$ cat src/rtl/uart_tx_sched.sv
// Round-robin scheduler sharing one buart transmitter among NREQ byte producers.
// Optional stalled-lock release when LOCK_TIMEOUT_EN is defined.
module uart_tx_sched #(
    parameter int NREQ         = 2,
    parameter int GW           = $clog2(NREQ),
    parameter int LOCK_TIMEOUT = 4095
) (
    input  logic              clk,
    input  logic              resetq,
    input  logic [NREQ-1:0]   req,
    input  logic [8*NREQ-1:0] req_data,
    input  logic [NREQ-1:0]   req_last,
    output logic [NREQ-1:0]   ack,
    output logic [GW-1:0]     grant_id,
    output logic              locked,
    output logic              uart_wr,
    output logic [7:0]        uart_tx_data,
    input  logic              uart_busy
);

    typedef enum logic [1:0] {
        IDLE,
        ISSUE,
        SETTLE,
        DRAIN
    } state_t;

    state_t          state, state_n;
    logic [GW-1:0]   ptr, ptr_n;
    logic [GW-1:0]   grant_n;
    logic [NREQ-1:0] ack_n;
    logic            locked_n;
    logic            wr_n;
    logic [7:0]      data_n;
    logic            pick;
    logic [GW-1:0]   pick_id;

`ifdef LOCK_TIMEOUT_EN
    localparam int TW = $clog2(LOCK_TIMEOUT + 1);
    logic [TW-1:0] to_cnt, to_cnt_n;
`endif

    function automatic logic [GW-1:0] rr_idx(input logic [GW-1:0] p,
                                             input int k);
        rr_idx = GW'((int'(p) + k) % NREQ);
    endfunction

    // A held lock restricts the candidate set to its owner only.
    always_comb begin
        pick    = 1'b0;
        pick_id = '0;
        if (locked) begin
            pick    = req[grant_id];
            pick_id = grant_id;
        end else begin
            for (int k = 0; k < NREQ; k++) begin
                if (!pick && req[rr_idx(ptr, k)]) begin
                    pick    = 1'b1;
                    pick_id = rr_idx(ptr, k);
                end
            end
        end
    end

    always_comb begin
        state_n  = state;
        ptr_n    = ptr;
        grant_n  = grant_id;
        ack_n    = '0;
        locked_n = locked;
        wr_n     = 1'b0;
        data_n   = uart_tx_data;
`ifdef LOCK_TIMEOUT_EN
        to_cnt_n = to_cnt;
`endif
        unique case (state)
            IDLE: begin
                if (!uart_busy) begin
                    if (pick) begin
                        data_n   = req_data[{pick_id, 3'b000} +: 8];
                        wr_n     = 1'b1;
                        ack_n    = NREQ'(1) << pick_id;
                        grant_n  = pick_id;
                        ptr_n    = (pick_id == GW'(NREQ - 1)) ? '0
                                 : pick_id + 1'b1;
                        locked_n = ~req_last[pick_id];
                        state_n  = ISSUE;
`ifdef LOCK_TIMEOUT_EN
                        to_cnt_n = '0;
`endif
                    end
`ifdef LOCK_TIMEOUT_EN
                    else if (locked && !req[grant_id]) begin
                        if (to_cnt == TW'(LOCK_TIMEOUT - 1)) begin
                            locked_n = 1'b0;
                            to_cnt_n = '0;
                        end else begin
                            to_cnt_n = to_cnt + 1'b1;
                        end
                    end
`endif
                end
            end
            ISSUE:  state_n = SETTLE;
            // busy may not have risen yet, so it is not looked at here
            SETTLE: state_n = DRAIN;
            DRAIN: begin
                if (!uart_busy) state_n = IDLE;
            end
            default: state_n = IDLE;
        endcase
    end

    always_ff @(posedge clk or negedge resetq) begin
        if (!resetq) begin
            state        <= IDLE;
            ptr          <= '0;
            grant_id     <= '0;
            ack          <= '0;
            locked       <= 1'b0;
            uart_wr      <= 1'b0;
            uart_tx_data <= '0;
        end else begin
            state        <= state_n;
            ptr          <= ptr_n;
            grant_id     <= grant_n;
            ack          <= ack_n;
            locked       <= locked_n;
            uart_wr      <= wr_n;
            uart_tx_data <= data_n;
        end
    end

`ifdef LOCK_TIMEOUT_EN
    always_ff @(posedge clk or negedge resetq) begin
        if (!resetq) to_cnt <= '0;
        else         to_cnt <= to_cnt_n;
    end
`endif

endmodule
$ cat config.mk
export PLATFORM = sky130hd
export DESIGN_NAME = uart_tx_sched
export DESIGN_NICKNAME = d
export VERILOG_FILES = /design/src/rtl/uart_tx_sched.sv
export SDC_FILE = /design/constraint.sdc
export NUM_CORES = 1
export LEC_CHECK = 0
export BUFFER_PORTS_ARGS = -buffer_cell sky130_fd_sc_hd__buf_2
export CELL_PAD_IN_SITES_DETAIL_PLACEMENT = 0
export CELL_PAD_IN_SITES_GLOBAL_PLACEMENT = 1
export CORE_MARGIN = 1
export CORE_UTILIZATION = 35
export DETAILED_ROUTE_END_ITERATION = 12
export GPL_TIMING_DRIVEN = 0
export HOLD_SLACK_MARGIN = 0.06
export PLACE_DENSITY_LB_ADDON = 0.3
export SYNTH_ARGS = -nofsm -noshare
export SYNTH_HDL_FRONTEND = slang
export SYNTH_SLANG_ARGS = --single-unit
$ cat constraint.sdc
create_clock -name clk -period 1.8 [get_ports clk]
set_input_delay 0.18 -clock clk [delete_from_list [all_inputs] [get_ports clk]]
set_output_delay 0.18 -clock clk [all_outputs]
set_load 0.01 [all_outputs]
==> impl_metrics.env, run 1 <==
export IMPL_leakage_nw=0.575
export IMPL_yosysTopAreaCellShare_pct=47.5
export IMPL_overflow=0
export IMPL_slowest_delay_ps=420
export IMPL_gp_congestion=0.636
export IMPL_yosysMostFrequentCell="dfrtp_1"
export IMPL_clk_latency_ps=280
export IMPL_powerDensity_mw_per_mm2=1470
export IMPL_synth_area_per_cell_sq_um=13.8
export IMPL_grtUsageTotal_pct=13.8
export IMPL_synth_edff_count=0
export IMPL_finalHoldViolations=0
export IMPL_dieArea_sq_mm=0.00261
export IMPL_setup_viol_count_final=0
export IMPL_cts_tree="yes"
export IMPL_finalNetCount=129
export IMPL_grt_pass1_wl_um=2520
export IMPL_path_class="flop to flop"
export IMPL_status="finished, final reports clean"
export IMPL_hold_path_cell_count=3
export IMPL_clock_tree_root_cell="clkbuf_4"
export IMPL_wire_per_inst_um=11.2
export IMPL_rsz0062_at_grt="false"
export IMPL_fp_dieH_um=51.1
export IMPL_antenna_found_initial=0
export IMPL_via_per_inst=4.58
export IMPL_via_count=586
export IMPL_path_cells="nand2b_2, o21ai_4, buf_6, mux2_4, mux2_2"
export IMPL_synth_async_reset_ratio_pct=100
export IMPL_initial_core_util_pct=37.7
export IMPL_ant_nets=0
export IMPL_synth_cell_type_count=19
export IMPL_hpwlAfterDp_um=1110
export IMPL_routed_wl_um=1430
export IMPL_drcViolationCount=0
export IMPL_drive_gt1_share_pct=64.0
export IMPL_maxCapViolations=0
export IMPL_seqPwrFrac_pct=37.9
export IMPL_syn_area_sq_um=842
export IMPL_worst_path_max_fanout=10
export IMPL_grt_max_degree=17
export IMPL_fmax_mhz=583
export IMPL_peakVddDrop_v=0.000670
export IMPL_antenna_cells=0
export IMPL_clk_pin_slew_ps=90
export IMPL_fillers=226
export IMPL_p_sw_mw=0.547
export IMPL_swShare_pct=34.4
export IMPL_die_width_um=51.1
export IMPL_ys_flop_type="dfrtp_1"
export IMPL_synthTopCellsByCount="dfrtp_1 (16), mux2_2 (14), mux2_4 (5)"
export IMPL_fin_util_pct=48.6
export IMPL_grt_pass1_vias=594
export IMPL_reg2reg_depth=5
export IMPL_numPortBuffers=35
export IMPL_synth_top_area_cell="dfrtp_1"
export IMPL_power_mw=1.59
export IMPL_syn_nets=88
export IMPL_netlist_instances=61
export IMPL_final_min_clock_period_ps=1710
export IMPL_synth_area_leaders="dfrtp_1 (48%), mux2_2 (19%), mux2_4 (8.9%), ha_1 (5.9%), mux2i_1 (3.6%)"
export IMPL_p_int_mw=1.05
export IMPL_placed_cells=124
export IMPL_drv_slew=0
export IMPL_h_tree_depth=1
export IMPL_syn_to_final_growth_pct=28.8
export IMPL_arrival_ps=1890
export IMPL_setup_tns_ps=0
export IMPL_yosysSeqAreaShare_pct=47.5
export IMPL_slowest_stage="dfrtp_1"
export IMPL_io_pins=36
export IMPL_worst_pin_slew_ps=348
export IMPL_cts_resized=0
export IMPL_coreArea_sq_mm=0.00223
export IMPL_p_comb_share_pct=50.6
export IMPL_clockPowerShare_pct=11.5
export IMPL_finalNonFillerCells=128
export IMPL_ys_ff_latch=16
export IMPL_cp_required_ps=1970
export IMPL_startpoint_type="flop"
export IMPL_maxSlewHeadroom_pct=76.8
export IMPL_rows=17
export IMPL_crit_path_end_kind="flop"
export IMPL_cts_max_path_buffers=2
export IMPL_yosysWarnings=0
export IMPL_clock_skew_ps=1.41
export IMPL_dr_first_iter_drc_count=1
export IMPL_cts_sinks=16
export IMPL_period_share_pct=95.3
export IMPL_dr_pass1_iters=2
export IMPL_cts_buffers=3
export IMPL_hold_path_class="primary input to flop"
-- registers in the layout, indices dropped and copies added (netlist names) --
signal / count
uart_tx_data: 8
ack: 2
state: 2
grant_id: 1
locked: 1
ptr: 1
uart_wr: 1
-- logic make-up after synthesis --
kind of cell,Yosys count,share of synthesized area [%]
AOI/OAI and AO/OA,5,5.20
adders and majority gates,4,5.94
buffers and inverters,6,4.01
DFF,16,47.5
muxes,22,31.2
and+or+nand+nor,8,6.09
-- layer usage --
| metal | up-vias | part of all wire [%] | track usage [%] |
|---|---|---|---|
| met5 | - | 0 | 0 |
| met4 | 0 | 1.5 | 8.33 |
| met3 | 2 | 6.6 | 5.36 |
| met2 | 21 | 51 | 22.6 |
| met1 | 275 | 41 | 14.8 |
| li1 | 288 | - | - |
-- timing repair --
action,in CTS,in global routing
buffers inserted,0,0
hold buffers,1,0
hold endpoints to repair,16,0
-- worst max-delay path, delay by kind of cell (launching register included) --
family | cells | cell delay, ps
AO/OA/AOI/OAI | 1 | 220
multiplexers | 2 | 560
AND/OR/NAND/NOR | 1 | 210
flip-flops | 1 | 420
buffers and inverters | 1 | 190
-- per-stage QoR --
stage	setup WS, ps	area [sq um]	hold slack (ps)
CTS	69.0	1080	241
finish	85.1	1080	249
detailed placement	79.2	1050	115
floorplan	156	842	-116
global placement	98.7	1050	111
global route	22.4	1080	227
-- final timing paths --
kind                                             startpoint                          end  slack, ps
worst max-delay path                     locked$_DFFE_PN0P_  uart_tx_data[4]$_DFFE_PN0P_         90
worst min-delay path                            req_data[7]  uart_tx_data[7]$_DFFE_PN0P_        250
worst max register to register           locked$_DFFE_PN0P_  uart_tx_data[4]$_DFFE_PN0P_         90
worst min register to register  uart_tx_data[3]$_DFFE_PN0P_  uart_tx_data[3]$_DFFE_PN0P_        510
max in group asynchronous                            resetq         grant_id$_DFFE_PN0P_       1220
min in group asynchronous                            resetq            uart_wr$_DFF_PN0_        320
-- layout make-up --
cell class | instances | area [sq um] | area share, %
multi-input cells | 39 | 408 | 37.6
flip-flops and latches | 16 | 400 | 36.9
well taps | 28 | 35.0 | 3.23
inverters | 4 | 15.0 | 1.38
repair buffers | 36 | 185 | 17.1
plain buffers | 2 | 18.8 | 1.73
clock buffers | 3 | 22.5 | 2.08
-- layout by cell type, fill, tap and decap left out --
cell and instances:
ha_1 4, a21oi_1 2, nor2b_2 1, buf_2 35, clkbuf_4 3, nand3_2 1
nand2b_1 1, dfrtp_1 16, buf_4 1, o21ba_2 1, nor2b_1 1, dlygate4sd3_1 1
nand2_1 1, inv_1 4, nand2b_2 1, mux2_2 14, mux2i_1 3, nor2_1 2
mux2_4 5, buf_6 1, a21o_1 1, o21ai_4 1
-- power by group through the flow --
stage / Clock [mW] / Combinational, mW / Sequential, mW
6_report: 0.184 / 0.805 / 0.604
5_1_grt: 0.217 / 0.902 / 0.628
4_1_cts: 0.196 / 0.823 / 0.606
3_5_place_dp: 0 / 0.821 / 0.613
3_3_place_gp: 0 / 0.800 / 0.608
2_1_floorplan: 0 / 0.519 / 0.671
(Power assumes the default switching activity.)
==> run 2, diff against run 1 <==
--- a/config.mk
+++ b/config.mk
@@ -5,11 +5,13 @@
 export SDC_FILE = /design/constraint.sdc
 export NUM_CORES = 1
 export LEC_CHECK = 0
+export ABC_AREA = 1
 export BUFFER_PORTS_ARGS = -buffer_cell sky130_fd_sc_hd__buf_2
 export CELL_PAD_IN_SITES_DETAIL_PLACEMENT = 0
 export CELL_PAD_IN_SITES_GLOBAL_PLACEMENT = 1
 export CORE_MARGIN = 1
-export CORE_UTILIZATION = 35
+export CORE_UTILIZATION = 33
+export CTS_CLUSTER_DIAMETER = 100
 export DETAILED_ROUTE_END_ITERATION = 12
 export GPL_TIMING_DRIVEN = 0
 export HOLD_SLACK_MARGIN = 0.06
==> impl_metrics.env, run 2 <==
export IMPL_status="finished, final reports clean"
export IMPL_syn_area_sq_um=908
export IMPL_clockPowerShare_pct=11.3
export IMPL_worst_path_max_fanout=10
export IMPL_netlist_instances=115
export IMPL_swShare_pct=41.9
export IMPL_maxCapViolations=0
export IMPL_p_comb_share_pct=51.1
export IMPL_hpwlAfterDp_um=1400
export IMPL_period_share_pct=69.5
export IMPL_fin_ws_ps=549
export IMPL_clock_tree_root_cell="clkbuf_4"
export IMPL_regArea_sq_um=400
export IMPL_finalNetCount=183
export IMPL_yosysMostFrequentCell="nand2_1"
export IMPL_yosysSeqAreaShare_pct=44.1
export IMPL_h_tree_depth=1
export IMPL_cts_buffers=3
export IMPL_maxSlewHeadroom_pct=76.8
export IMPL_via_per_inst=4.34
export IMPL_fp_dieH_um=54.5
export IMPL_yosysTopAreaCellShare_pct=44.1
export IMPL_die_width_um=54.5
export IMPL_seqPwrFrac_pct=37.6
export IMPL_power_mw=1.60
export IMPL_synth_async_reset_ratio_pct=100
export IMPL_largest_register_ffs=8
export IMPL_wire_per_inst_um=9.99
export IMPL_final_cell_mix="nand2_1 (53), buf_2 (35), dfrtp_1 (16)"
export IMPL_final_min_clock_period_ps=1250
export IMPL_numPortBuffers=35
export IMPL_clock_skew_ps=1.66
export IMPL_rsz0062_at_grt="false"
export IMPL_peakVddDrop_v=0.000601
export IMPL_antenna_found_initial=0
export IMPL_gp_congestion=0.681
export IMPL_routed_wl_um=1840
export IMPL_dr_pass1_iters=4
export IMPL_startpoint_type="flop"
export IMPL_setup_viol_count_final=0
export IMPL_io_pins=36
export IMPL_synth_edff_count=0
export IMPL_synthTopCellsByCount="nand2_1 (53), dfrtp_1 (16), nand3_1 (11)"
export IMPL_path_class="flop to flop"
export IMPL_largest_register="uart_tx_data"
export IMPL_cts_tree="yes"
export IMPL_finalHoldViolations=0
export IMPL_rows=18
export IMPL_setup_tns_ps=0
export IMPL_pre_cts_slack_ps=553
export IMPL_synth_area_leaders="dfrtp_1 (44%), nand2_1 (22%), nand3_1 (6.1%), ha_1 (5.5%), nand2_2 (5.5%)"
export IMPL_leakage_nw=0.708
export IMPL_syn_to_final_growth_pct=27.0
export IMPL_ant_nets=0
export IMPL_syn_nets=142
export IMPL_yosysWarnings=0
export IMPL_worst_pin_slew_ps=347
export IMPL_cts_sinks=16
export IMPL_grt_pass1_vias=719
export IMPL_dieArea_sq_mm=0.00297
export IMPL_cts_max_path_buffers=2
export IMPL_coreArea_sq_mm=0.00254
export IMPL_clk_pin_slew_ps=90
export IMPL_fillers=266
export IMPL_clk_latency_ps=280
export IMPL_grtUsageTotal_pct=14.6
export IMPL_final_common_cell="nand2_1"
export IMPL_cp_required_ps=1980
export IMPL_hold_path_class="primary input to flop"
export IMPL_p_sw_mw=0.670
export IMPL_p_int_mw=0.929
export IMPL_via_count=799
export IMPL_fin_util_pct=45.3
export IMPL_drive_gt1_share_pct=36.4
export IMPL_ys_ff_latch=16
export IMPL_synth_top_area_cell="dfrtp_1"
export IMPL_ys_flop_type="dfrtp_1"
export IMPL_antenna_cells=0
export IMPL_overflow=0
export IMPL_largestRegisters="uart_tx_data x8, ack x2, state x2"
export IMPL_powerDensity_mw_per_mm2=1390
export IMPL_drv_slew=0
export IMPL_initial_core_util_pct=35.7
export IMPL_cts_resized=0
export IMPL_synth_cell_type_count=16
export IMPL_drcViolationCount=0
export IMPL_crit_path_end_kind="flop"
export IMPL_synth_area_per_cell_sq_um=7.90
export IMPL_multiInputGateArea_sq_um=424
export IMPL_grt_max_degree=17
export IMPL_grt_pass1_wl_um=3060
export IMPL_dr_first_iter_drc_count=5
export IMPL_arrival_ps=1430
export IMPL_fmax_mhz=800
==> run 2: cell types whose count changed in the layout (fill, tap and decap cells not counted), sizes merged <==
cell    previous run  this run
or2                0         1
mux2i              3         0
nor2               2         3
o21ba              1         0
buf               37        38
nand3              1        12
nand2              1        63
inv                4        11
o21ai              1         2
a21o               1         0
mux2              19         0
a21oi              2         0
nand2b             2         0
nor2b              2         0
==> run 2: area by class of cell <==
class	count	share of cell area [%]
buffer	3	3.69
clock buffer	3	1.95
multi-input combinational	85	36.8
sequential	16	34.7
timing repair buffer	36	16.1
inverter	11	3.58
tap	30	3.25
==> run 2: kinds of logic (layout without fill, tap and decap cells) <==
| family | Yosys count | after routing | share of synthesized area [%] |
|---|---|---|---|
| AOI/OAI and AO/OA | 2 | 2 | 1.10 |
| buffers and inverters | 14 | 53 | 9.23 |
| and+or+nand+nor | 79 | 79 | 40.1 |
| DFF | 16 | 16 | 44.1 |
| adders and majority gates | 4 | 4 | 5.51 |
==> run 2: worst paths after layout <==
kind                                                   from                           to  slack, ps  cells past startpoint
worst max-delay path                   state[0]$_DFFE_PN0P_  uart_tx_data[2]$_DFFE_PN0P_        550                      6
worst max register to register         state[0]$_DFFE_PN0P_  uart_tx_data[2]$_DFFE_PN0P_        550                      6
max in group asynchronous                            resetq           locked$_DFFE_PN0P_       1220                      2
min in group asynchronous                            resetq            uart_wr$_DFF_PN0_        330                      2
worst min register to register  uart_tx_data[3]$_DFFE_PN0P_  uart_tx_data[3]$_DFFE_PN0P_        480                      2
worst min-delay path                           req_data[12]  uart_tx_data[4]$_DFFE_PN0P_        190                      5
==> run 2: stage by stage <==
step | instances | area (sq um) | hold WS, ps
2_1_floorplan | 115 | 908 | -116
3_3_place_gp | 180 | 1120 | 104
3_5_place_dp | 180 | 1120 | 119
4_1_cts | 184 | 1150 | 174
5_1_grt | 184 | 1150 | 191
6_report | 184 | 1150 | 186
==> run 2: metal layers <==
metal	wire length (um)	GRT usage [%]	up-vias
met4	19	7.69	0
met2	886	25.8	22
li1	-	-	427
met3	65	1.67	2
met1	866	17.2	348
met5	0	0	-
==> run 2: worst max-delay path, stage by stage, from the launching register on <==
cell	delay (ps)
dfrtp_1	410
inv_1	110
ha_1	240
nand3_4	130
buf_6	160
nand2_1	60
nand2_1	50
==> run 2: what timing repair did <==
action,CTS,global route
setup buffers,0,0
hold buffers,1,0
endpoints found under the hold margin,16,0
==> run 2: power groups by stage <==
stage               sequential, mW  clock (mW)  combinational (mW)
floorplan                    0.650           0               0.532
global placement             0.607           0               0.810
detailed placement           0.606           0               0.834
CTS                          0.602       0.190               0.835
global route                 0.623       0.209               0.953
finish                       0.601       0.181               0.816
